==> src/rtl/ip_pkg.sv <==
// ---------------------------------------------------------------------------
// ip_pkg -- constants, FSM encoding and header record shared by the IPv4
// receive path (ip_rx and ip_chksum_acc).
//
// Contents:
//   P_TYPE_IP / P_TYPE_UDP / P_TYPE_ICMP  EtherType and protocol numbers
//   P_IP_HDR_LEN                          fixed header length (IHL = 5)
//   ST_*                                  receive FSM state encoding
//   ip_hdr_t                              header fields kept for the decision
//   fold_sum()                            ones-complement fold of a 32-bit sum
// ---------------------------------------------------------------------------
package ip_pkg;

    localparam logic [15:0] P_TYPE_IP    = 16'h0800;
    localparam logic [7:0]  P_TYPE_UDP   = 8'd17;
    localparam logic [7:0]  P_TYPE_ICMP  = 8'd1;
    localparam logic [15:0] P_IP_HDR_LEN = 16'd20;

    localparam logic [1:0] ST_IDLE    = 2'd0;
    localparam logic [1:0] ST_HEADER  = 2'd1;
    localparam logic [1:0] ST_PAYLOAD = 2'd2;
    localparam logic [1:0] ST_DISCARD = 2'd3;

    // Only the header fields the accept decision or the outputs need.
    // frag holds MF (bit 13) and the fragment offset; DF and the reserved bit
    // play no part in the decision. dst_hi holds destination bytes 16..18;
    // byte 19 is compared straight off the bus.
    typedef struct packed {
        logic [7:0]  ver_ihl;
        logic [15:0] tot_len;
        logic [13:0] frag;
        logic [7:0]  proto;
        logic [31:0] src;
        logic [23:0] dst_hi;
    } ip_hdr_t;

    // Two folds are enough: after the first the carry is at most one bit and
    // adding it back into a value <= 16'hFFFE cannot carry again.
    function automatic logic [15:0] fold_sum(input logic [31:0] sum);
        logic [16:0] s1;
        logic [16:0] s2;
        s1 = {1'b0, sum[15:0]} + {1'b0, sum[31:16]};
        s2 = {1'b0, s1[15:0]} + {16'd0, s1[16]};
        return s2[15:0];
    endfunction

endpackage

==> src/rtl/ip_chksum_acc.sv <==
// ---------------------------------------------------------------------------
// ip_chksum_acc -- IPv4 header checksum accumulator.
//
// Adds big-endian 16-bit words into a 32-bit running sum and presents the
// folded 16-bit result. The outputs reflect the sum *including* the word on
// i_word this cycle, so the caller can decide on the final header word in
// the same cycle it arrives.
//
// Ports:
//   i_clk         clock, rising edge
//   i_rst         synchronous active-high reset
//   i_clear       restart the sum at zero (has priority over i_word_valid)
//   i_word_valid  add i_word this cycle
//   i_word        16-bit header word
//   o_sum         folded sum including the current word
//   o_valid       1 when o_sum == 16'hFFFF (checksum verifies)
// ---------------------------------------------------------------------------
module ip_chksum_acc
    import ip_pkg::*;
(
    input  logic        i_clk,
    input  logic        i_rst,
    input  logic        i_clear,
    input  logic        i_word_valid,
    input  logic [15:0] i_word,
    output logic [15:0] o_sum,
    output logic        o_valid
);

    logic [31:0] acc_q;
    logic [31:0] acc_d;

    always_comb begin
        acc_d = acc_q;
        if (i_clear) begin
            acc_d = 32'd0;
        end else if (i_word_valid) begin
            acc_d = acc_q + {16'd0, i_word};
        end
    end

    always_ff @(posedge i_clk) begin
        if (i_rst) begin
            acc_q <= 32'd0;
        end else begin
            acc_q <= acc_d;
        end
    end

    assign o_sum   = fold_sum(acc_d);
    assign o_valid = (o_sum == 16'hFFFF);

endmodule

==> src/rtl/ip_rx.sv <==
// ---------------------------------------------------------------------------
// ip_rx -- IPv4 receive filter.
//
// Parses the fixed 20-byte IPv4 header from a byte stream, checks EtherType,
// version/IHL, fragmentation, length, header checksum, protocol (ICMP/UDP)
// and destination address, then forwards the payload with one cycle of
// latency. Rejected packets produce a single o_drop pulse; Ethernet padding
// beyond the IP total length is swallowed.
//
// Ports:
//   i_clk, i_rst          clock / synchronous active-high reset
//   i_local_ip(_valid)    runtime load of the local address
//   i_mac_type            EtherType of the current frame
//   i_mac_data/last/valid frame byte stream, IP header first
//   o_recv_data/last/valid payload stream
//   o_recv_type           IP protocol of the accepted packet
//   o_recv_len            payload length (total length - 20)
//   o_src_ip              source address of the accepted packet
//   o_recv_err            with o_recv_last when the frame was truncated
//   o_drop                one-cycle pulse per rejected packet
// ---------------------------------------------------------------------------
module ip_rx
    import ip_pkg::*;
#(
    parameter logic [31:0] P_LOCAL_IP = {8'd192, 8'd168, 8'd1, 8'd1}
) (
    input  logic        i_clk,
    input  logic        i_rst,
    input  logic [31:0] i_local_ip,
    input  logic        i_local_ip_valid,
    input  logic [15:0] i_mac_type,
    input  logic [7:0]  i_mac_data,
    input  logic        i_mac_last,
    input  logic        i_mac_valid,
    output logic [7:0]  o_recv_data,
    output logic [7:0]  o_recv_type,
    output logic [15:0] o_recv_len,
    output logic [31:0] o_src_ip,
    output logic        o_recv_last,
    output logic        o_recv_valid,
    output logic        o_recv_err,
    output logic        o_drop
);

    logic [1:0]  state_q, state_d;
    logic [15:0] cnt_q, cnt_d;          // index of the frame byte on the bus
    logic        valid_q;
    logic [31:0] local_ip_q, local_ip_d;
    ip_hdr_t     hdr_q, hdr_d;
    logic [7:0]  hi_q, hi_d;            // high byte of the header word in flight

    logic [7:0]  recv_data_q, recv_data_d;
    logic [7:0]  recv_type_q, recv_type_d;
    logic [15:0] recv_len_q, recv_len_d;
    logic [31:0] src_ip_q, src_ip_d;
    logic        recv_last_q, recv_last_d;
    logic        recv_valid_q, recv_valid_d;
    logic        recv_err_q, recv_err_d;
    logic        drop_q, drop_d;

    logic        frame_start;
    logic        hdr_en;
    logic [15:0] idx;
    logic        word_valid;
    logic [15:0] word;
    logic        chk_clear;
    logic [15:0] chk_sum;
    logic        chk_valid;
    logic        chk_ok;
    logic [31:0] dst_ip;
    logic        hdr_done;
    logic        pay_end;
    logic        accept;

    // -----------------------------------------------------------------------
    // Header byte steering
    // -----------------------------------------------------------------------
    assign frame_start = i_mac_valid & ~valid_q;

    // Byte 0 arrives while still in IDLE, so it is indexed explicitly.
    assign hdr_en = ((state_q == ST_IDLE) && frame_start) ||
                    ((state_q == ST_HEADER) && i_mac_valid);
    assign idx    = (state_q == ST_IDLE) ? 16'd0 : cnt_q;

    // A word completes on every odd header byte: {previous byte, this byte}.
    assign word_valid = hdr_en & idx[0];
    assign word       = {hi_q, i_mac_data};
    assign chk_clear  = (state_q == ST_IDLE) && frame_start;

    ip_chksum_acc u_chksum (
        .i_clk        (i_clk),
        .i_rst        (i_rst),
        .i_clear      (chk_clear),
        .i_word_valid (word_valid),
        .i_word       (word),
        .o_sum        (chk_sum),
        .o_valid      (chk_valid)
    );

    assign chk_ok = chk_valid && (chk_sum == 16'hFFFF);

    always_comb begin
        hdr_d = hdr_q;
        hi_d  = hi_q;
        if (hdr_en) begin
            if (!idx[0]) begin
                hi_d = i_mac_data;
            end
            case (idx)
                16'd0:   hdr_d.ver_ihl       = i_mac_data;
                16'd2:   hdr_d.tot_len[15:8] = i_mac_data;
                16'd3:   hdr_d.tot_len[7:0]  = i_mac_data;
                16'd6:   hdr_d.frag[13:8]    = i_mac_data[5:0];
                16'd7:   hdr_d.frag[7:0]     = i_mac_data;
                16'd9:   hdr_d.proto         = i_mac_data;
                16'd12:  hdr_d.src[31:24]    = i_mac_data;
                16'd13:  hdr_d.src[23:16]    = i_mac_data;
                16'd14:  hdr_d.src[15:8]     = i_mac_data;
                16'd15:  hdr_d.src[7:0]      = i_mac_data;
                16'd16:  hdr_d.dst_hi[23:16] = i_mac_data;
                16'd17:  hdr_d.dst_hi[15:8]  = i_mac_data;
                16'd18:  hdr_d.dst_hi[7:0]   = i_mac_data;
                default: ;
            endcase
        end
    end

    // -----------------------------------------------------------------------
    // Accept decision, evaluated while header byte 19 is on the bus
    // -----------------------------------------------------------------------
    assign dst_ip   = {hdr_q.dst_hi, i_mac_data};
    assign hdr_done = (state_q == ST_HEADER) && (cnt_q == P_IP_HDR_LEN - 16'd1);
    assign pay_end  = (cnt_q == hdr_q.tot_len - 16'd1);

    assign accept = (i_mac_type == P_TYPE_IP) &&
                    (hdr_q.ver_ihl == 8'h45) &&
                    (hdr_q.frag == 14'd0) &&
                    (hdr_q.tot_len > P_IP_HDR_LEN) &&
                    chk_ok &&
                    ((hdr_q.proto == P_TYPE_UDP) || (hdr_q.proto == P_TYPE_ICMP)) &&
                    ((dst_ip == local_ip_q) || (dst_ip == 32'hFFFF_FFFF));

    // -----------------------------------------------------------------------
    // Receive FSM and registered outputs
    // -----------------------------------------------------------------------
    always_comb begin
        state_d      = state_q;
        cnt_d        = cnt_q;
        local_ip_d   = local_ip_q;
        recv_data_d  = recv_data_q;
        recv_type_d  = recv_type_q;
        recv_len_d   = recv_len_q;
        src_ip_d     = src_ip_q;
        recv_valid_d = 1'b0;
        recv_last_d  = 1'b0;
        recv_err_d   = 1'b0;
        drop_d       = 1'b0;

        if (i_local_ip_valid) begin
            local_ip_d = i_local_ip;
        end

        case (state_q)
            ST_IDLE: begin
                if (frame_start) begin
                    if (i_mac_last) begin
                        drop_d = 1'b1;  // one-byte frame, header never completes
                    end else begin
                        state_d = ST_HEADER;
                        cnt_d   = 16'd1;
                    end
                end
            end

            ST_HEADER: begin
                if (!i_mac_valid) begin
                    state_d = ST_IDLE;  // broken stream: abandon quietly
                end else if (i_mac_last) begin
                    state_d = ST_IDLE;  // frame shorter than a header plus payload
                    drop_d  = 1'b1;
                end else begin
                    cnt_d = cnt_q + 16'd1;
                    if (hdr_done) begin
                        if (accept) begin
                            state_d     = ST_PAYLOAD;
                            recv_type_d = hdr_q.proto;
                            recv_len_d  = hdr_q.tot_len - P_IP_HDR_LEN;
                            src_ip_d    = hdr_q.src;
                        end else begin
                            state_d = ST_DISCARD;
                            drop_d  = 1'b1;
                        end
                    end
                end
            end

            ST_PAYLOAD: begin
                if (!i_mac_valid) begin
                    state_d = ST_IDLE;
                end else begin
                    recv_valid_d = 1'b1;
                    recv_data_d  = i_mac_data;
                    cnt_d        = cnt_q + 16'd1;
                    if (pay_end) begin
                        recv_last_d = 1'b1;
                        // Anything after total length is Ethernet padding.
                        state_d     = i_mac_last ? ST_IDLE : ST_DISCARD;
                    end else if (i_mac_last) begin
                        recv_last_d = 1'b1;
                        recv_err_d  = 1'b1;
                        state_d     = ST_IDLE;
                    end
                end
            end

            ST_DISCARD: begin
                if (!i_mac_valid || i_mac_last) begin
                    state_d = ST_IDLE;
                end
            end

            default: state_d = ST_IDLE;
        endcase

        if (state_d == ST_IDLE) begin
            cnt_d = 16'd0;
        end
    end

    always_ff @(posedge i_clk) begin
        if (i_rst) begin
            state_q      <= ST_IDLE;
            cnt_q        <= 16'd0;
            // Track the bus even in reset so a frame already in flight is not
            // mistaken for a new start once reset is released.
            valid_q      <= i_mac_valid;
            local_ip_q   <= P_LOCAL_IP;
            hdr_q        <= '0;
            hi_q         <= 8'd0;
            recv_data_q  <= 8'd0;
            recv_type_q  <= 8'd0;
            recv_len_q   <= 16'd0;
            src_ip_q     <= 32'd0;
            recv_last_q  <= 1'b0;
            recv_valid_q <= 1'b0;
            recv_err_q   <= 1'b0;
            drop_q       <= 1'b0;
        end else begin
            state_q      <= state_d;
            cnt_q        <= cnt_d;
            valid_q      <= i_mac_valid;
            local_ip_q   <= local_ip_d;
            hdr_q        <= hdr_d;
            hi_q         <= hi_d;
            recv_data_q  <= recv_data_d;
            recv_type_q  <= recv_type_d;
            recv_len_q   <= recv_len_d;
            src_ip_q     <= src_ip_d;
            recv_last_q  <= recv_last_d;
            recv_valid_q <= recv_valid_d;
            recv_err_q   <= recv_err_d;
            drop_q       <= drop_d;
        end
    end

    assign o_recv_data  = recv_data_q;
    assign o_recv_type  = recv_type_q;
    assign o_recv_len   = recv_len_q;
    assign o_src_ip     = src_ip_q;
    assign o_recv_last  = recv_last_q;
    assign o_recv_valid = recv_valid_q;
    assign o_recv_err   = recv_err_q;
    assign o_drop       = drop_q;

endmodule

==> config.mk <==
export PLATFORM = sky130hd
export DESIGN_NAME = ip_rx
export DESIGN_NICKNAME = d
export VERILOG_FILES = /design/src/rtl/ip_pkg.sv /design/src/rtl/ip_chksum_acc.sv /design/src/rtl/ip_rx.sv
export SDC_FILE = /design/constraint.sdc
export NUM_CORES = 1
export LEC_CHECK = 0
export ABC_AREA = 1
export CORE_MARGIN = 10
export CORE_UTILIZATION = 45
export CTS_BUF_LIST = sky130_fd_sc_hd__clkbuf_2
export CTS_CLUSTER_DIAMETER = 40
export DETAILED_ROUTE_END_ITERATION = 7
export HOLD_SLACK_MARGIN = 0.08
export PLACE_DENSITY = 0.65
export SLEW_MARGIN = 10
export SYNTH_ARGS = -nofsm -noshare
export SYNTH_HDL_FRONTEND = slang
export SYNTH_SLANG_ARGS = --single-unit
==> constraint.sdc <==
create_clock -name i_clk -period 7.8 [get_ports i_clk]
set_input_delay 1.56 -clock i_clk [delete_from_list [all_inputs] [get_ports i_clk]]
set_output_delay 1.56 -clock i_clk [all_outputs]
set_load 0.1 [all_outputs]
* Word level (Yosys, flattened, before mapping) *
Cells that the tools add are included.

storage, ports and cells
  register bits = 261
  input bits = 61
  word-level logic and storage cells = 140

cells by class
  add/subtract/negate cells = 6
  $lt $le $gt $ge = 1
  equality and inequality tests = 29
  muxes and demuxes = 30
  bitwise gates (word level) = 7
  reductions and logical operators = 40

operators with widths
  kind                     count
  $mux W16                 6
  $eq A16 B4 Y1 const B    5
  $eq A16 B5 Y1 const B    4
  $mux W32                 2
  $pmux W16 S3             1
  $add A32 B16 Y32         1
  $eq A16 B2 Y1 const B    2
  $eq A16 B3 Y1 const B    2
  $eq A32 B32 Y1           1
  $eq A32 B32 Y1 const B   1
  $reduce_and A2 Y1        15
  $mux W2                  10
  $add A16 B16 Y17         1
  $add A16 B1 Y16          1
  $add A16 B1 Y16 const B  1
  $eq A16 B12 Y1 const B   1
  $eq A16 B16 Y1           1
  $eq A16 B16 Y1 const B   1
  $gt A16 B5 Y1 const B    1
  $logic_not A16 Y1        1
  $sub A16 B1 Y16 const B  1
  $sub A16 B5 Y16 const B  1
  $logic_not A14 Y1        1
  $ne A2 B2 Y1 const B     5
  20 further kinds         47

* Longest topological paths before layout *
Gate-level depths: netlist of run 1.

  word-level depth = 20
  mapped depth = 43
  gate-level depth less buffers = 42

* Cells and area by module *
A second synthesis of run 1 with hierarchy kept.

unflattened totals
  cells, all modules = 2049
  area, all modules = 14373.8 um^2

by module, submodules not included
  module         times used  cells each  area each (um^2)  sequential area each (um^2)
  ip_rx          1           1332        10253.6           4584.4
  ip_chksum_acc  1           717         4120.2            640.6

* Worst setup path before layout of run 1 *
No wires, ideal clock.

  path type = input to register
  start point = in i_mac_data[0]
  end point = reg recv_len_q[13] (netlist: o_recv_len[13])
  library setup time = 0.118 ns
  arrival = 6.446 ns
  data required time = 7.682 ns
  setup slack = 1.236 ns
  stages = 41
  buffers on the path = 2
  path through = ha_1 > fa_1 > nand3_1 > nand2_1 > a21oi_1 > o21ai_0 > nand2_1 > nand2_1 > a21oi_1 > o21ai_1 > and3_1 > nor3_1 > ha_1 > inv_1 > fa_1 > inv_1 > nand3_1 > nand2_1 > [5 not listed] > o21bai_1 > ha_1 > ha_1 > nand3_1 > inv_1 > nand3_1 > nor2_1 > nand3_1 > nor2_1 > nand2_1 > nand2_1 > nand2_1 > nor3_2 > nand4_1 > buf_2 > buf_6 > nor2_1 > nor2_1

on the way
  longest elaborated chain between the ends = 10

ends and longest elaborated chain
  item                         line                               source
  start, declared              ip_rx.sv:32                        input logic [7:0] i_mac_data,
  $add A32 B16 Y32             ip_chksum_acc.sv:38                acc_d = acc_q + {16'd0, i_word};
  $mux W32                     ip_chksum_acc.sv:37                end else if (i_word_valid) begin
  $mux W32                     ip_chksum_acc.sv:35                if (i_clear) begin
  net u_chksum.acc_d[16]       ip_chksum_acc.sv:31                logic [31:0] acc_d;
  $add A16 B16 Y17             ip_pkg.sv:42                       s1 = {1'b0, sum[15:0]} + {1'b0, sum[31:16]};
  $add A16 B1 Y16              ip_pkg.sv:43                       s2 = {1'b0, s1[15:0]} + {16'd0, s1[16]};
  $eq A16 B16 Y1               ip_chksum_acc.sv:51, ip_rx.sv:100
  $logic_and A1 B1 Y1          ip_rx.sv:138                       (hdr_q.tot_len > P_IP_HDR_LEN) &&
  $logic_and A1 B1 Y1          ip_rx.sv:139                       chk_ok &&
  $logic_and A1 B1 Y1          ip_rx.sv:140                       ((hdr_q.proto == P_TYPE_UDP) || (hdr_q.proto == P_TYPE_ICMP)) &&
  $reduce_and A5 Y1 (no line)  -
  end signal, assigned         ip_rx.sv:257                       recv_len_q <= recv_len_d;
  end, declared                ip_rx.sv:54                        logic [15:0] recv_len_q, recv_len_d;

The timed path passes the listed nets, and every way through them passes these cells.
A chain may end at the register's enable or synchronous reset.

* Worst setup path after layout of run 1 *
  start point = in i_mac_data[0]
  end point = reg src_ip_q[27] (netlist: o_src_ip[27])

on the way
  longest elaborated chain between the ends = 10

ends and longest elaborated chain
  item                         line                               source
  $add A32 B16 Y32             ip_chksum_acc.sv:38
  $mux W32                     ip_chksum_acc.sv:37
  $mux W32                     ip_chksum_acc.sv:35
  net u_chksum.acc_d[12]       ip_chksum_acc.sv:31
  $add A16 B16 Y17             ip_pkg.sv:42
  $add A16 B1 Y16              ip_pkg.sv:43
  $eq A16 B16 Y1               ip_chksum_acc.sv:51, ip_rx.sv:100
  $logic_and A1 B1 Y1          ip_rx.sv:138
  $logic_and A1 B1 Y1          ip_rx.sv:139
  $logic_and A1 B1 Y1          ip_rx.sv:140
  $reduce_and A5 Y1 (no line)  -
  end signal, assigned         ip_rx.sv:258                       src_ip_q <= src_ip_d;
  end, declared                ip_rx.sv:55                        logic [31:0] src_ip_q, src_ip_d;

The timed path passes the listed nets, and every way through them passes these cells.

==> out/metrics.csv, run 1 <==
metric;value;unit
Synth top cells by count;nor2_1, dfxtp_1, nand2_1, o21ai_0, inv_1;
final cell count without fillers;2471;
H-tree levels;3;
Wirelength per Cell;15.3;um
final setup vio count;0;
GRT overflow;0;
family with the most delay on the worst path;simple AND/OR/NAND/NOR gates;
Ys Warns;0;
count of input and output buffers;128;
Hold-fix buffers, CTS;0;
status;complete, no violations;
Placed Cells;2351;
DR vias/cell;5.10;
# IOs;129;
Slew HR;21.5;%
fraction of layout cells with a size suffix above 1;6.96;%
CTS Root Cell;clkbuf_2;
area share of the largest cell type after synthesis;39.6;%
top cells by area, synth;dfxtp_1, nor2_1, o21ai_0;
CP Depth;40;
chip width;191;um
largest area contributor in the netlist;dfxtp_1;
vias in the first global route;12065;
sequential cell area;5230;sq um
Die ar.;36600;sq um
Required @ worst endpoint;8550;ps
Max VDD drop;0.0000897;V
Reg clk slew, reported paths;80;ps
Antenna Nets Post-Route;0;
Clock Skew;98.2;ps
Worst-Margin Slew;1170;ps
row count;62;
P_leak;6.77;nW
worst hold path class;flip-flop to flip-flop;
DP Wirelength;26800;um
average size of a mapped cell;6.97;sq um
nets@finish;2149;
number of flops mapped to enable cells by yosys;0;
largest net degree at the start of global routing;135;
Hold Path Depth;2;
minimum clock period;6880;ps
post-route setup TNS;0;ps
syn nets;2003;
most common cell in the netlist;nor2_1;
Main synth FF type;dfxtp_1;
# DRC;0;
Die Span Y;191;um
Clock Tree Buf Depth;3;
clock sinks;261;
fmax;0.145;GHz
worst setup path category;input pin to flip-flop;
CP Capture Type;flip-flop;
initial antenna violation count;1;
most frequent CP cell;nand2_1;
CTS tree;yes;
initial detailed-routing violation count;862;
GPL Wtd Cong;0.926;
number of synthesized register bits;261;
Max Cap Viol;0;
Setup crit start kind;input pin;
Core ar.;28900;sq um
Worst path max stage delay;430;ps
async set-reset flop share out of synthesis;0;%
CP Buf/Inv Count;3;
max-slew violations;0;
Synth Instances;1895;
Netlist Area Pre-Place;13200;sq um
Hold Violations, Final;0;
RSZ-0062 raised after global routing;false;
slowest CP cell;clkdlybuf4s50_1;
GRT Overall Usage;20.2;%
Worst-Skew Late Latency;860;ps
multi-input combinational cell area;6860;sq um
Data arrival, critical path;7630;ps
final worst path period share;88.2;%
filler instances;2950;
final WL;37900;um
Reg2Reg Depth;34;
DR vias;12613;
area grow syn2layout;17.0;%
Distinct cells, synth;43;
initial core utilization;45.8;%
sequential-to-total area share from yosys stat;39.6;%
cts bufs inserted;72;
first-pass GRT wire length;61200;um
Worst Path Max Fanout;47;
pwr dens;162;nW/um^2
Post-CTS Setup Inserts;0;
first drt pass iteration count;5;
==> area by class of cell <==
class	count	area share (%)
Clock inverter	23	0.850
Clock buffer	93	3.01
Multi-Input combinational cell	1344	44.4
Tap cell	384	3.11
Inverter	209	5.09
Antenna cell	4	0.0647
Timing Repair Buffer	153	9.71
Sequential cell	261	33.8
==> registers in the layout (all words and copies together) (netlist names), 8 cells and up <==
signal,cells
o_recv_data,8
o_src_ip,32
o_recv_type,8
hi_q,8
u_chksum.acc_q,32
hdr_q,78
cnt_q,16
local_ip_q,32
o_recv_len,16
dst_ip,24
==> layer usage <==
layer	GRT usage, %	vias to the layer above	share of wire (%)
met5	0	-	0
met4	6.40	0	2.0
met1	26.4	5718	46
li1	-	6531	-
met3	3.90	56	5.9
met2	33.0	308	46
==> worst paths after layout <==
check | startpoint | to | slack (ps)
max | i_mac_data[0] | o_src_ip[27] | 920
max reg2reg | state_q[0] | o_src_ip[27] | 1750
min reg2reg | hdr_q[52] | hdr_q[52] | 450
min | hdr_q[52] | hdr_q[52] | 450
==> logic make-up (layout without fill, tap and decap cells) <==
group	count (synthesis)	after routing	share of synthesized area, %
AO/OA/AOI/OAI	436	436	17.2
XOR/XNOR	76	76	5.04
adder cells (fa/ha/maj)	47	47	4.57
buffers and inverters	290	478	8.69
flip-flops	261	261	39.6
other	0	4	0
AND/OR/NAND/NOR	785	785	24.9
==> worst register-to-register path, delay by kind of cell, from the launching register on <==
| family | cells | cell delay (ps) |
|---|---|---|
| flops | 1 | 450 |
| fa+ha+maj | 4 | 1230 |
| compound gates | 6 | 1230 |
| buf+inv | 6 | 960 |
| simple gates | 18 | 2130 |
==> layout by cell type, fill, tap and decap left out, drive strengths merged, types with 37 or more instances in the layout <==
cell type and count:
nand3 88, nor3 37, ha 45, clkbuf 93, nor2 345, nand2 258, a21oi 173, inv 200
dfxtp 261, o21ai 227, xnor2 39, xor2 37, clkdlybuf4s50 127
==> metrics by stage <==
| step | power [mW] | instance area (sq um) | hold slack (ps) | util [%] | setup WS (ps) |
|---|---|---|---|---|---|
| 2_1_floorplan | 1.52 | 13200 | 424 | - | 1240 |
| 3_3_place_gp | 1.60 | 14800 | 433 | 51.4 | 178 |
| 3_5_place_dp | 1.60 | 14800 | 440 | 51.4 | 23.9 |
| 4_1_cts | 2.53 | 15400 | 454 | 53.5 | 911 |
| 5_1_grt | 2.63 | 15500 | 473 | 53.6 | 122 |
| 6_report | 2.50 | 15500 | 451 | 53.6 | 922 |
==> power by group <==
part           internal, mW  leakage, nW  total, mW  switching (mW)
registers              1.35         2.11       1.37          0.0150
clock network         0.359        0.443      0.929           0.570
logic                0.0778         4.21      0.205           0.127
==> repair_timing <==
item	4_1_cts	5_1_grt
endpoints found under the setup margin	0	2
gates resized for setup	0	1
endpoints found under the hold margin	0	0
No activity file was read; power rests on OpenSTA's default activity.
==> inputs of run 2 (changes only) <==
==> constraint.sdc (replaced) <==
create_clock -name i_clk -period 8.4 [get_ports i_clk]
set_input_delay 1.68 -clock i_clk [delete_from_list [all_inputs] [get_ports i_clk]]
set_output_delay 1.68 -clock i_clk [all_outputs]
set_load 0.1 [all_outputs]
==> run 2 against run 1 <==
  * Largest power group unchanged
  * Routed wire length up 0.32%
  * Flip-flop and latch count unchanged
  * Combinational power decreased by 9%
==> out/metrics.csv, run 2 (synthesized netlist as in run 1, its figures left out) <==
metric;value;unit;change
status;complete, no violations;;unchanged
Max Cap Viol;0;;unchanged
Hold Violations, Final;0;;unchanged
final cell count without fillers;2467;;was 2471
most frequent CP cell;nand2_1;;unchanged
final setup vio count;0;;unchanged
Core ar.;28900;sq um;unchanged
Worst Path Max Fanout;57;;was 47
met3 GRT Util;3.68;%;was 3.90%
first drt pass iteration count;5;;unchanged
max reg flops;78;;unchanged
chip width;191;um;unchanged
max-slew violations;0;;unchanged
worst hold path class;flip-flop to flip-flop;;unchanged
final worst-path setup slack;1250;ps;was 922 ps
initial detailed-routing violation count;927;;was 862
first-pass GRT wire length;60400;um;was 61200 um
filler instances;2887;;was 2950
GPL Wtd Cong;0.920;;was 0.926
RSZ-0062 raised after global routing;false;;unchanged
final WL;38000;um;was 37900 um
grt met1 use;26.3;%;was 26.4%
RR Endpoint;o_src_ip[28];;was o_src_ip[27]
DP Wirelength;26600;um;was 26800 um
Wirelength per Cell;15.4;um;was 15.3 um
Total Power;2.34;mW;was 2.50 mW
largest register by flop count;hdr_q;;unchanged
cts bufs inserted;71;;was 72
Clock Skew;77.7;ps;was 98.2 ps
commonest non-fill, non-tap cell in the layout;nor2_1;;unchanged
worst setup path category;input pin to flip-flop;;unchanged
final worst path period share;85.1;%;
FF-to-FF setup slack;2310;ps;was 1750 ps
Placed Cells;2349;;was 2351
Slew HR;22.2;%;was 21.5%
Max VDD drop;0.0000741;V;was 0.0000897 V
Reg2Reg Depth;41;;was 34
row count;62;;unchanged
Required @ worst endpoint;9100;ps;was 8550 ps
slowest CP cell;clkdlybuf4s50_1;;unchanged
Reg clk slew, reported paths;80;ps;about the same
DR vias/cell;5.13;;was 5.10
CTS tree;yes;;unchanged
largest net degree at the start of global routing;109;;was 135
family with the most delay on the worst path;simple AND/OR/NAND/NOR gates;;unchanged
Die ar.;36600;sq um;unchanged
fraction of layout cells with a size suffix above 1;6.96;%;about the same
CP Capture Type;flip-flop;;unchanged
CP Depth;42;;was 40
vias in the first global route;11856;;was 12065
pwr dens;152;nW/um^2;was 162 nW/um^2
Hold Path Depth;2;;unchanged
Hold WS;450;ps;was 451 ps
# DRC;0;;unchanged
worst hold path endpoint;hdr_q[101];;was hdr_q[52]
H-tree levels;3;;unchanged
multi-input combinational cell area;6860;sq um;about the same
pre-CTS WS;459;ps;was 23.9 ps
Setup crit start kind;input pin;;unchanged
Antenna Nets Post-Route;0;;unchanged
fmax;0.140;GHz;
Hold-fix buffers, CTS;0;;unchanged
GR Util met2;32.8;%;was 33.0%
nets@finish;2146;;was 2149
post-cts repair resize count;0;;unchanged
Worst-Skew Late Latency;860;ps;about the same
count of input and output buffers;128;;unchanged
DR vias;12650;;was 12613
Data arrival, critical path;7850;ps;was 7630 ps
initial core utilization;45.8;%;unchanged
minimum clock period;7150;ps;
sequential cell area;5230;sq um;unchanged
CTS Root Cell;clkbuf_2;;unchanged
Worst-Margin Slew;1160;ps;was 1170 ps
Critical R2R Launch;u_chksum.acc_q[0];;was state_q[0]
P_leak;6.76;nW;was 6.77 nW
CP Buf/Inv Count;6;;was 3
area grow syn2layout;16.7;%;was 17.0%
Hold Crit Start;hdr_q[101];;was hdr_q[52]
gr busiest metal;met2;;unchanged
GRT overflow;0;;unchanged
Worst path max stage delay;450;ps;was 430 ps
Post-CTS Setup Inserts;0;;unchanged
most frequent cells in the layout;nor2_1, dfxtp_1, nand2_1;;unchanged
Clock Tree Buf Depth;3;;unchanged
GRT Overall Usage;20.1;%;was 20.2%
# IOs;129;;unchanged
initial antenna violation count;1;;unchanged
Die Span Y;191;um;unchanged
post-route setup TNS;0;ps;unchanged
clock sinks;261;;unchanged
==> run 2: changes by cell type in the layout (fill, tap and decap cells not counted), sizes merged <==
cell,change
diode,-3
buf,-2
inv,+2
clkinvlp,-1
==> run 2: worst max path at each step <==
stage                             start        endpoint  slack [ps]
after global routing      i_mac_data[0]    o_src_ip[28]         590
final                     i_mac_data[0]    o_src_ip[28]        1250
after detailed placement  i_mac_data[0]   o_recv_len[6]         460
after CTS                 i_mac_data[0]    o_src_ip[28]        1320
after global placement    i_mac_data[0]   o_recv_len[6]         490
after floorplan           i_mac_data[0]  o_recv_len[13]        1720
==> run 2: where the power goes <==
| group | total [mW] | switching, mW | internal, mW |
|---|---|---|---|
| clock | 0.884 | 0.547 | 0.336 |
| sequential | 1.27 | 0.0139 | 1.26 |
| combinational | 0.187 | 0.117 | 0.0701 |
| total | 2.34 | 0.678 | 1.66 |
==> run 2: metal layers <==
| metal | part of all wire [%] | wire length (um) |
|---|---|---|
| met5 | 0 | 0 |
| met4 | 1.7 | 647 |
| met3 | 5.7 | 2180 |
| met2 | 46 | 17600 |
| met1 | 46 | 17500 |
==> run 2: area by class of cell <==
type / count / area share, %
antenna: 1 / 0.0162
clock buffer: 93 / 3.02
clock inverter: 24 / 0.893
inverter: 209 / 5.10
multi-input combinational: 1344 / 44.5
sequential: 261 / 33.9
tap: 384 / 3.12
timing repair buffer: 151 / 9.48
==> run 2: metrics by stage <==
step | instance area, sq um | util (%)
final | 15400 | 53.4
after global routing | 15400 | 53.4
after CTS | 15400 | 53.4
after detailed placement | 14800 | 51.3
after floorplan | 13200 | -
after global placement | 14800 | 51.3
==> run 2: worst min-delay path, stage by stage, from the launching register on <==
cell and delay [ps]:
dfxtp_1 320, inv_1 50, a21oi_1 50
==> inputs of run 3 (changes only) <==
--- a/config.mk
+++ b/config.mk
@@ -12,8 +12,8 @@
 export CTS_CLUSTER_DIAMETER = 40
 export DETAILED_ROUTE_END_ITERATION = 7
 export HOLD_SLACK_MARGIN = 0.08
-export PLACE_DENSITY = 0.65
 export SLEW_MARGIN = 10
 export SYNTH_ARGS = -nofsm -noshare
 export SYNTH_HDL_FRONTEND = slang
+export SYNTH_HIERARCHICAL = 1
 export SYNTH_SLANG_ARGS = --single-unit
==> run 3 against run 2 <==
  * Power increased by 21%
  * Worst hold slack better by 1.4 ps
  * Sequential share of layout area down 2.7 points
  * Register-to-register slack got worse by 950 ps
  * Final area up 8.7%
  * Core utilization is 0.32 points lower
  * Critical endpoint is now o_recv_len[13]
  * Largest cell class unchanged
  * Highest routed layer unchanged
==> out/metrics.csv, run 3 <==
metric;value;unit;change
Worst-Margin Slew;1010;ps;was 1160 ps
RR Endpoint;o_recv_len[13];;was o_src_ip[28]
filler instances;3194;;was 2887
initial detailed-routing violation count;774;;was 927
syn nets;2155;;was 2003
RSZ-0062 raised after global routing;false;;unchanged
clock sinks;261;;unchanged
area grow syn2layout;16.6;%;was 16.7%
final worst-path setup slack;988;ps;was 1250 ps
Synth Instances;2049;;was 1895
FF-to-FF setup slack;1360;ps;was 2310 ps
# IOs;129;;unchanged
first-pass GRT wire length;68100;um;was 60400 um
final WL;42300;um;was 38000 um
Hold Path Depth;2;;unchanged
DR vias;13822;;was 12650
H-tree levels;3;;unchanged
area share of the largest cell type after synthesis;36.4;%;was 39.6%
# DRC;0;;unchanged
gr busiest metal;met2;;unchanged
Hold WS;452;ps;was 450 ps
sequential-to-total area share from yosys stat;36.4;%;was 39.6%
max-slew violations;0;;unchanged
Reg2Reg Depth;45;;was 41
CP Capture Type;flip-flop;;unchanged
largest net degree at the start of global routing;77;;was 109
Worst path max stage delay;490;ps;was 450 ps
Post-CTS Setup Inserts;0;;unchanged
fmax;0.135;GHz;was 0.140 GHz
Worst-Skew Late Latency;940;ps;was 860 ps
Hold Crit Start;hdr_q[94];;was hdr_q[101]
Max VDD drop;0.0000964;V;was 0.0000741 V
Ys Warns;6;;was 0
GRT Overall Usage;21.1;%;was 20.1%
Clock Skew;110;ps;was 77.7 ps
most common cell in the netlist;nor2_1;;unchanged
largest area contributor in the netlist;dfxtp_1;;unchanged
status;complete, no violations;;unchanged
Slew HR;32.4;%;was 22.2%
commonest non-fill, non-tap cell in the layout;nor2_1;;unchanged
final setup vio count;0;;unchanged
Worst Path Max Fanout;23;;was 57
post-cts repair resize count;0;;unchanged
worst hold path endpoint;hdr_q[94];;was hdr_q[101]
post-route setup TNS;0;ps;unchanged
count of input and output buffers;128;;unchanged
Hold Violations, Final;0;;unchanged
average size of a mapped cell;7.02;sq um;was 6.97 sq um
grt met1 use;27.6;%;was 26.3%
GR Util met2;33.9;%;was 32.8%
first drt pass iteration count;7;;was 5
CTS tree;yes;;unchanged
Netlist Area Pre-Place;14400;sq um;was 13200 sq um
top cells by area, synth;dfxtp_1, nor2_1, nand2_1;;was dfxtp_1, nor2_1, o21ai_0
minimum clock period;7410;ps;was 7150 ps
most frequent CP cell;nand2_1;;unchanged
Critical R2R Launch;state_q[0];;was u_chksum.acc_q[0]
GPL Wtd Cong;0.918;;was 0.920
async set-reset flop share out of synthesis;0;%;unchanged
DR vias/cell;5.19;;was 5.13
pwr dens;169;nW/um^2;was 152 nW/um^2
Clock Tree Buf Depth;3;;unchanged
fraction of layout cells with a size suffix above 1;12.0;%;was 6.96%
cts bufs inserted;74;;was 71
most frequent cells in the layout;nor2_1, nand2_1, dfxtp_1;;was nor2_1, dfxtp_1, nand2_1
Die Span Y;199;um;was 191 um
number of flops mapped to enable cells by yosys;0;;unchanged
P_leak;7.49;nW;was 6.76 nW
number of synthesized register bits;261;;unchanged
largest register by flop count;hdr_q;;unchanged
Wirelength per Cell;15.9;um;was 15.4 um
Distinct cells, synth;55;;was 43
nets@finish;2322;;was 2146
Data arrival, critical path;8280;ps;was 7850 ps
max reg flops;78;;unchanged
DP Wirelength;31100;um;was 26600 um
Max Cap Viol;0;;unchanged
Die ar.;39500;sq um;was 36600 sq um
GRT overflow;0;;unchanged
Main synth FF type;dfxtp_1;;unchanged
Antenna Nets Post-Route;0;;unchanged
slowest CP cell;clkdlybuf4s50_1;;unchanged
initial core utilization;45.6;%;was 45.8%
Setup crit start kind;input pin;;unchanged
Core ar.;31600;sq um;was 28900 sq um
worst hold path class;flip-flop to flip-flop;;unchanged
Required @ worst endpoint;9260;ps;was 9100 ps
post-layout util;53.1;%;was 53.4%
CTS Root Cell;clkbuf_2;;unchanged
met3 GRT Util;4.09;%;was 3.68%
vias in the first global route;13178;;was 11856
Reg clk slew, reported paths;90;ps;was 80 ps
initial antenna violation count;2;;was 1
chip width;199;um;was 191 um
worst setup path category;input pin to flip-flop;;unchanged
Hold-fix buffers, CTS;0;;unchanged
Synth top cells by count;nor2_1, nand2_1, dfxtp_1, inv_1, o21ai_0;;was nor2_1, dfxtp_1, nand2_1, o21ai_0, inv_1
pre-CTS WS;107;ps;was 459 ps
final worst path period share;88.2;%;was 85.1%
row count;65;;was 62
## run 3: changes by cell type after synthesis, moves of 14 or more
| cell | before | now |
|---|---|---|
| a211oi_1 | 15 | 52 |
| a21oi_1 | 172 | 125 |
| clkbuf_1 | 63 | 48 |
| inv_1 | 198 | 218 |
| inv_2 | 0 | 18 |
| nand2_1 | 255 | 323 |
| nand2_2 | 3 | 23 |
| nor2_1 | 342 | 359 |
| nor2_2 | 3 | 17 |
| o21ai_0 | 215 | 141 |
| o21ai_1 | 12 | 46 |
## run 3: cell families after synthesis
kind of cell,count (synthesis),synth area share (%)
xor gates and xnor gates,78,4.80
adders and majority gates,45,4.02
buffers and inverters,321,9.27
AOI/OAI and AO/OA,402,15.8
DFF,261,36.4
and+or+nand+nor,942,29.7
## run 3: area by class of cell
cell class	instances	area (sq um)	area share, %
well taps	402	503	3.00
diodes	3	7.51	0.0448
clock inverters	15	128	0.762
repair buffers	172	1650	9.83
multi-input cells	1467	7820	46.6
inverters	240	905	5.40
flip-flops and latches	261	5230	31.2
clock buffers	105	526	3.14
## run 3: worst max-delay path by stage
| stage | startpoint | to | slack, ps | cells past startpoint |
|---|---|---|---|---|
| after detailed placement | i_mac_data[4] | o_recv_len[13] | 110 | 46 |
| after floorplan | i_mac_data[3] | o_recv_len[0] | 1410 | 49 |
| after CTS | i_mac_data[4] | o_recv_len[3] | 1100 | 47 |
| after global placement | i_mac_data[4] | o_recv_len[3] | 230 | 47 |
| final | i_mac_data[4] | o_recv_len[13] | 990 | 46 |
| after global routing | i_mac_data[5] | o_recv_len[13] | 110 | 50 |
## run 3: per-layer routing
layer	part of all wire (%)	vias up	wire [um]
li1	-	7091	-
met1	47	6354	19900
met2	46	313	19400
met3	5.0	64	2090
met4	2.1	0	877
met5	0	-	0
## run 3: worst max-delay path, delay by kind of cell
kind,cells,cell delay [ps]
compound gates,8,1310
xor+xnor,2,260
fa+ha+maj,4,1080
simple gates,24,2600
buf+inv,8,1320
## run 3: through the flow
step           instances  power (mW)  cell area [sq um]
6_report            2665        2.84              16800
5_1_grt             2665        2.99              16800
4_1_cts             2662        2.87              16700
3_5_place_dp        2542        1.92              16100
3_3_place_gp        2542        1.91              16100
2_1_floorplan       2049        1.75              14400
## run 3: power breakdown
| part | total (mW) | internal [mW] | switching (mW) |
|---|---|---|---|
| clock | 0.945 | 0.395 | 0.550 |
| sequential | 1.33 | 1.29 | 0.0369 |
| combinational | 0.566 | 0.167 | 0.399 |
| total | 2.84 | 1.85 | 0.986 |
==> variant 1: new RTL, flow settings as in run 2 <==
Reset style: asynchronous (`i_rst`), changed in one clocked block. Comments in the files are not updated.
--- a/src/rtl/ip_chksum_acc.sv
+++ b/src/rtl/ip_chksum_acc.sv
@@ -40,5 +40,5 @@
     end
 
-    always_ff @(posedge i_clk) begin
+    always_ff @(posedge i_clk or posedge i_rst) begin
         if (i_rst) begin
             acc_q <= 32'd0;
Behaviour: no difference found for any inputs over 10 cycles, from zero or initial values and one cycle with i_rst high; that may be too few to reach the edited logic, so the function may still have changed.
==> variant 1 against run 2 <==
First-iteration DRC count shrank 9.9%; power grew 2.3%; final area grew 0.20%; setup slack lost 60 ps; synthesized area grew 0.23%; wire length shrank 3.8%; sequential cell count is the same; critical path type unchanged; largest cell class unchanged.
==> variant 1: results <==
INSERT INTO impl_metrics (metric_group, metric, value, unit) VALUES
('logic_synthesis', 'synth_adder_area_share', '4.55', '%'),
('cells_and_area', 'design.final.nets', '2064', ''),
('power_and_ir_drop', 'power_switching', '0.000680', 'W'),
('power_and_ir_drop', 'vdd_drop_max', '0.0000820', 'V'),
('clock_tree', 'clkTransAtPathRegs', '110', 'ps'),
('clock_tree', 'insertion_delay', '900', 'ps'),
('logic_synthesis', 'synth_sequential_area_ratio', '40.7', '%'),
('detailed_routing', 'drt_iter0_markers', '835', ''),
('run_status', 'outcome', 'finished clean', ''),
('critical_path', 'crit_fanout', '40', ''),
('logic_synthesis', 'synth.top_cells.by_area', 'sky130_fd_sc_hd__dfxtp_1 (35%), sky130_fd_sc_hd__nor2_1 (8.3%), sky130_fd_sc_hd__o21ai_0 (7.3%)', ''),
('critical_path', 'reg2reg_to', 'o_recv_type[4]', ''),
('place', 'routabilityCongestion', '0.886', ''),
('grt', 'wire_length_of_the_first_global_routing_pass', '59.4', 'mm'),
('critical_path', 'r2r-start', 'state_q[0]', ''),
('logic_synthesis', 'ys_async_sr_fraction', '12.3', '%'),
('place', 'placement.cell_area', '0.0148', 'sq mm'),
('critical_path', 'ff2ff_path_depth', '37', ''),
('power_and_ir_drop', 'pwr_density_cell', '155', 'mW/mm^2'),
('cells_and_area', 'n_fill_cell', '2927', '');
variant 1: cell types whose count changed after synthesis, moves of 13 or more:
| cell | delta |
|---|---|
| sky130_fd_sc_hd__nand3_1 | -19 |
| sky130_fd_sc_hd__nand2_1 | -16 |
| sky130_fd_sc_hd__a31oi_1 | +13 |
| sky130_fd_sc_hd__nor3_1 | -17 |
| sky130_fd_sc_hd__o21ai_0 | -22 |
| sky130_fd_sc_hd__clkbuf_1 | -17 |
| sky130_fd_sc_hd__o21ai_1 | +24 |
| sky130_fd_sc_hd__dfrtp_1 | +32 |
| sky130_fd_sc_hd__nor2_1 | -49 |
| sky130_fd_sc_hd__inv_1 | -14 |
| sky130_fd_sc_hd__dfxtp_1 | -32 |
| sky130_fd_sc_hd__nand2_2 | +17 |
variant 1: per-stage QoR:
step | setup WS, ps | instances
3_3_place_gp | 477 | 2267
5_1_grt | 528 | 2392
3_5_place_dp | 336 | 2267
2_1_floorplan | 1760 | 1812
6_report | 1190 | 2392
4_1_cts | 1240 | 2391
variant 1: cells by family (layout without fill, tap and decap cells):
logic type | Yosys count | in the layout
xor gates and xnor gates | 74 | 74
AOI/OAI and AO/OA | 451 | 451
DFF | 261 | 261
adders and majority gates | 47 | 47
other | 0 | 1
and+or+nand+nor | 712 | 712
buffers and inverters | 267 | 462
variant 1: cell type report:
type,instances,share of cell area [%]
multi-input combinational,1284,43.8
sequential,261,34.9
timing repair buffer,145,9.20
inverter,193,4.72
clock buffer,98,3.17
tap,384,3.11
clock inverter,26,1.16
antenna,1,0.0162
variant 1: per-layer routing:
layer  track usage, %  vias up  share of wire, %
met3             3.39       61               5.0
met1             24.4     5607                45
met4             6.76        0               2.2
li1                 -     6274                 -
met2             33.6      272                48
met5                0        -                 0
==> variant 2: new RTL, settings of run 2 <==
Without the edit above. Compare `cnt_q` against `P_IP_HDR_LEN - 16'd1` with >= in place of ==.
--- a/src/rtl/ip_rx.sv
+++ b/src/rtl/ip_rx.sv
@@ -130,5 +130,5 @@
     // -----------------------------------------------------------------------
     assign dst_ip   = {hdr_q.dst_hi, i_mac_data};
-    assign hdr_done = (state_q == ST_HEADER) && (cnt_q == P_IP_HDR_LEN - 16'd1);
+    assign hdr_done = (state_q == ST_HEADER) && (cnt_q >= P_IP_HDR_LEN - 16'd1);
     assign pay_end  = (cnt_q == hdr_q.tot_len - 16'd1);
 
Function: same outputs for any inputs over 10 cycles, from zero or initial values and one cycle with i_rst high; that may be too few to reach the edited logic, so the function may still have changed.
==> variant 2 against run 2 <==
Clock skew rose by 12 ps; utilization rose by 0.13 points; final area rose by 3.2%; sequential share of layout area fell by 1.1 points; clock power rose by 3.7%; synthesized area rose by 3.1%; non-clock buffer count rose by 2; setup slack got worse by 420 ps; sequential cell count did not move; wire length rose by 3.7%; register-to-register slack got worse by 490 ps; power rose by 1.6%.
==> variant 2: results <==
INSERT INTO impl_metrics (metric_group, metric, value, unit) VALUES
('clock_tree', 'clkTransAtPathRegs', '100', 'ps'),
('detailed_routing', 'drtPass1Iterations', '7', ''),
('critical_path', 'crit_fanout', '51', ''),
('cells_and_area', 'num-nonclk-inverters', '260', ''),
('cells_and_area', 'multi_input_combinational_area_share', '44.4', '%'),
('cells_and_area', 'layout-drive-gt1-share', '7.40', '%'),
('place', 'routabilityCongestion', '0.912', ''),
('logic_synthesis', 'post_synth.cell_area_avg', '6.77', 'sq um'),
('critical_path', 'r2r_setup_slack', '1820', 'ps'),
('cells_and_area', 'clockBufferCount', '104', ''),
('run_status', 'outcome', 'finished clean', ''),
('clock_tree', 'numCtsBuffers', '74', ''),
('logic_synthesis', 'synth_sequential_area_ratio', '38.4', '%'),
('place', 'hpwl', '28.5', 'mm'),
('critical_path', 'ff2ff_path_depth', '47', ''),
('grt', 'grt_util_all_layers', '20.3', '%'),
('critical_path', 'critPathArrivalTime', '8340', 'ps'),
('cells_and_area', 'fraction_of_area_in_clock_buffers_and_inverters', '4.14', '%'),
('detailed_routing', 'drt_iter0_markers', '764', ''),
('place', 'place_inst', '2478', '');
variant 2: cell count changes after synthesis, sizes merged, moves of 11 or more:
cell           run 2  this run
nor2             345       410
o21ai            227       109
a211oi            15        79
a21oi            173       110
nand4             31        20
nand2            258       393
inv              198       258
variant 2: per-layer routing:
layer | wire length (um) | track usage (%)
met1 | 18600 | 26.3
met2 | 18000 | 33.4
met3 | 2170 | 3.96
met4 | 682 | 5.93
met5 | 0 | 0
variant 2: critical path, delay by kind of cell:
kind            cells  cell delay (ps)
simple gates       29             2840
fa+ha+maj           6             1490
compound gates      7             1380
buf+inv             6              930
variant 2: report_power, final:
part / switching [W] / total [W] / internal [W]
sequential: 0.0000134 / 0.00127 / 0.00126
clock: 0.000548 / 0.000917 / 0.000369
combinational: 0.000123 / 0.000192 / 0.0000685
total: 0.000684 / 0.00238 / 0.00170
variant 2: through the flow:
stage                     total power (W)  TNS, ps  hold WS (ps)  worst slack, ps  instance area (sq um)
after floorplan                   0.00141        0           424             1170                  13600
after global placement            0.00149        0           434              156                  15300
after detailed placement          0.00149    -26.3           442            -16.2                  15300
after CTS                         0.00242        0           425              903                  15900
after global routing              0.00251        0           470             38.5                  15900
final                             0.00238        0           451              831                  15900
variant 2: cells by family (layout without fill, tap and decap cells):
logic type	count (synthesis)	in the layout	share of synthesized area, %
flip-flops	261	261	38.4
AND/OR/NAND/NOR	982	982	29.6
buffers and inverters	338	540	9.75
adder cells (fa/ha/maj)	47	47	4.43
XOR/XNOR	71	71	4.62
AO/OA/AOI/OAI	314	314	13.3
other	0	1	0
variant 2: final timing paths:
path,start,to
max,i_mac_data[0],o_recv_len[12]
min,hdr_q[25],o_src_ip[1]
max reg2reg,u_chksum.acc_q[0],o_recv_len[12]
min reg2reg,hdr_q[25],o_src_ip[1]
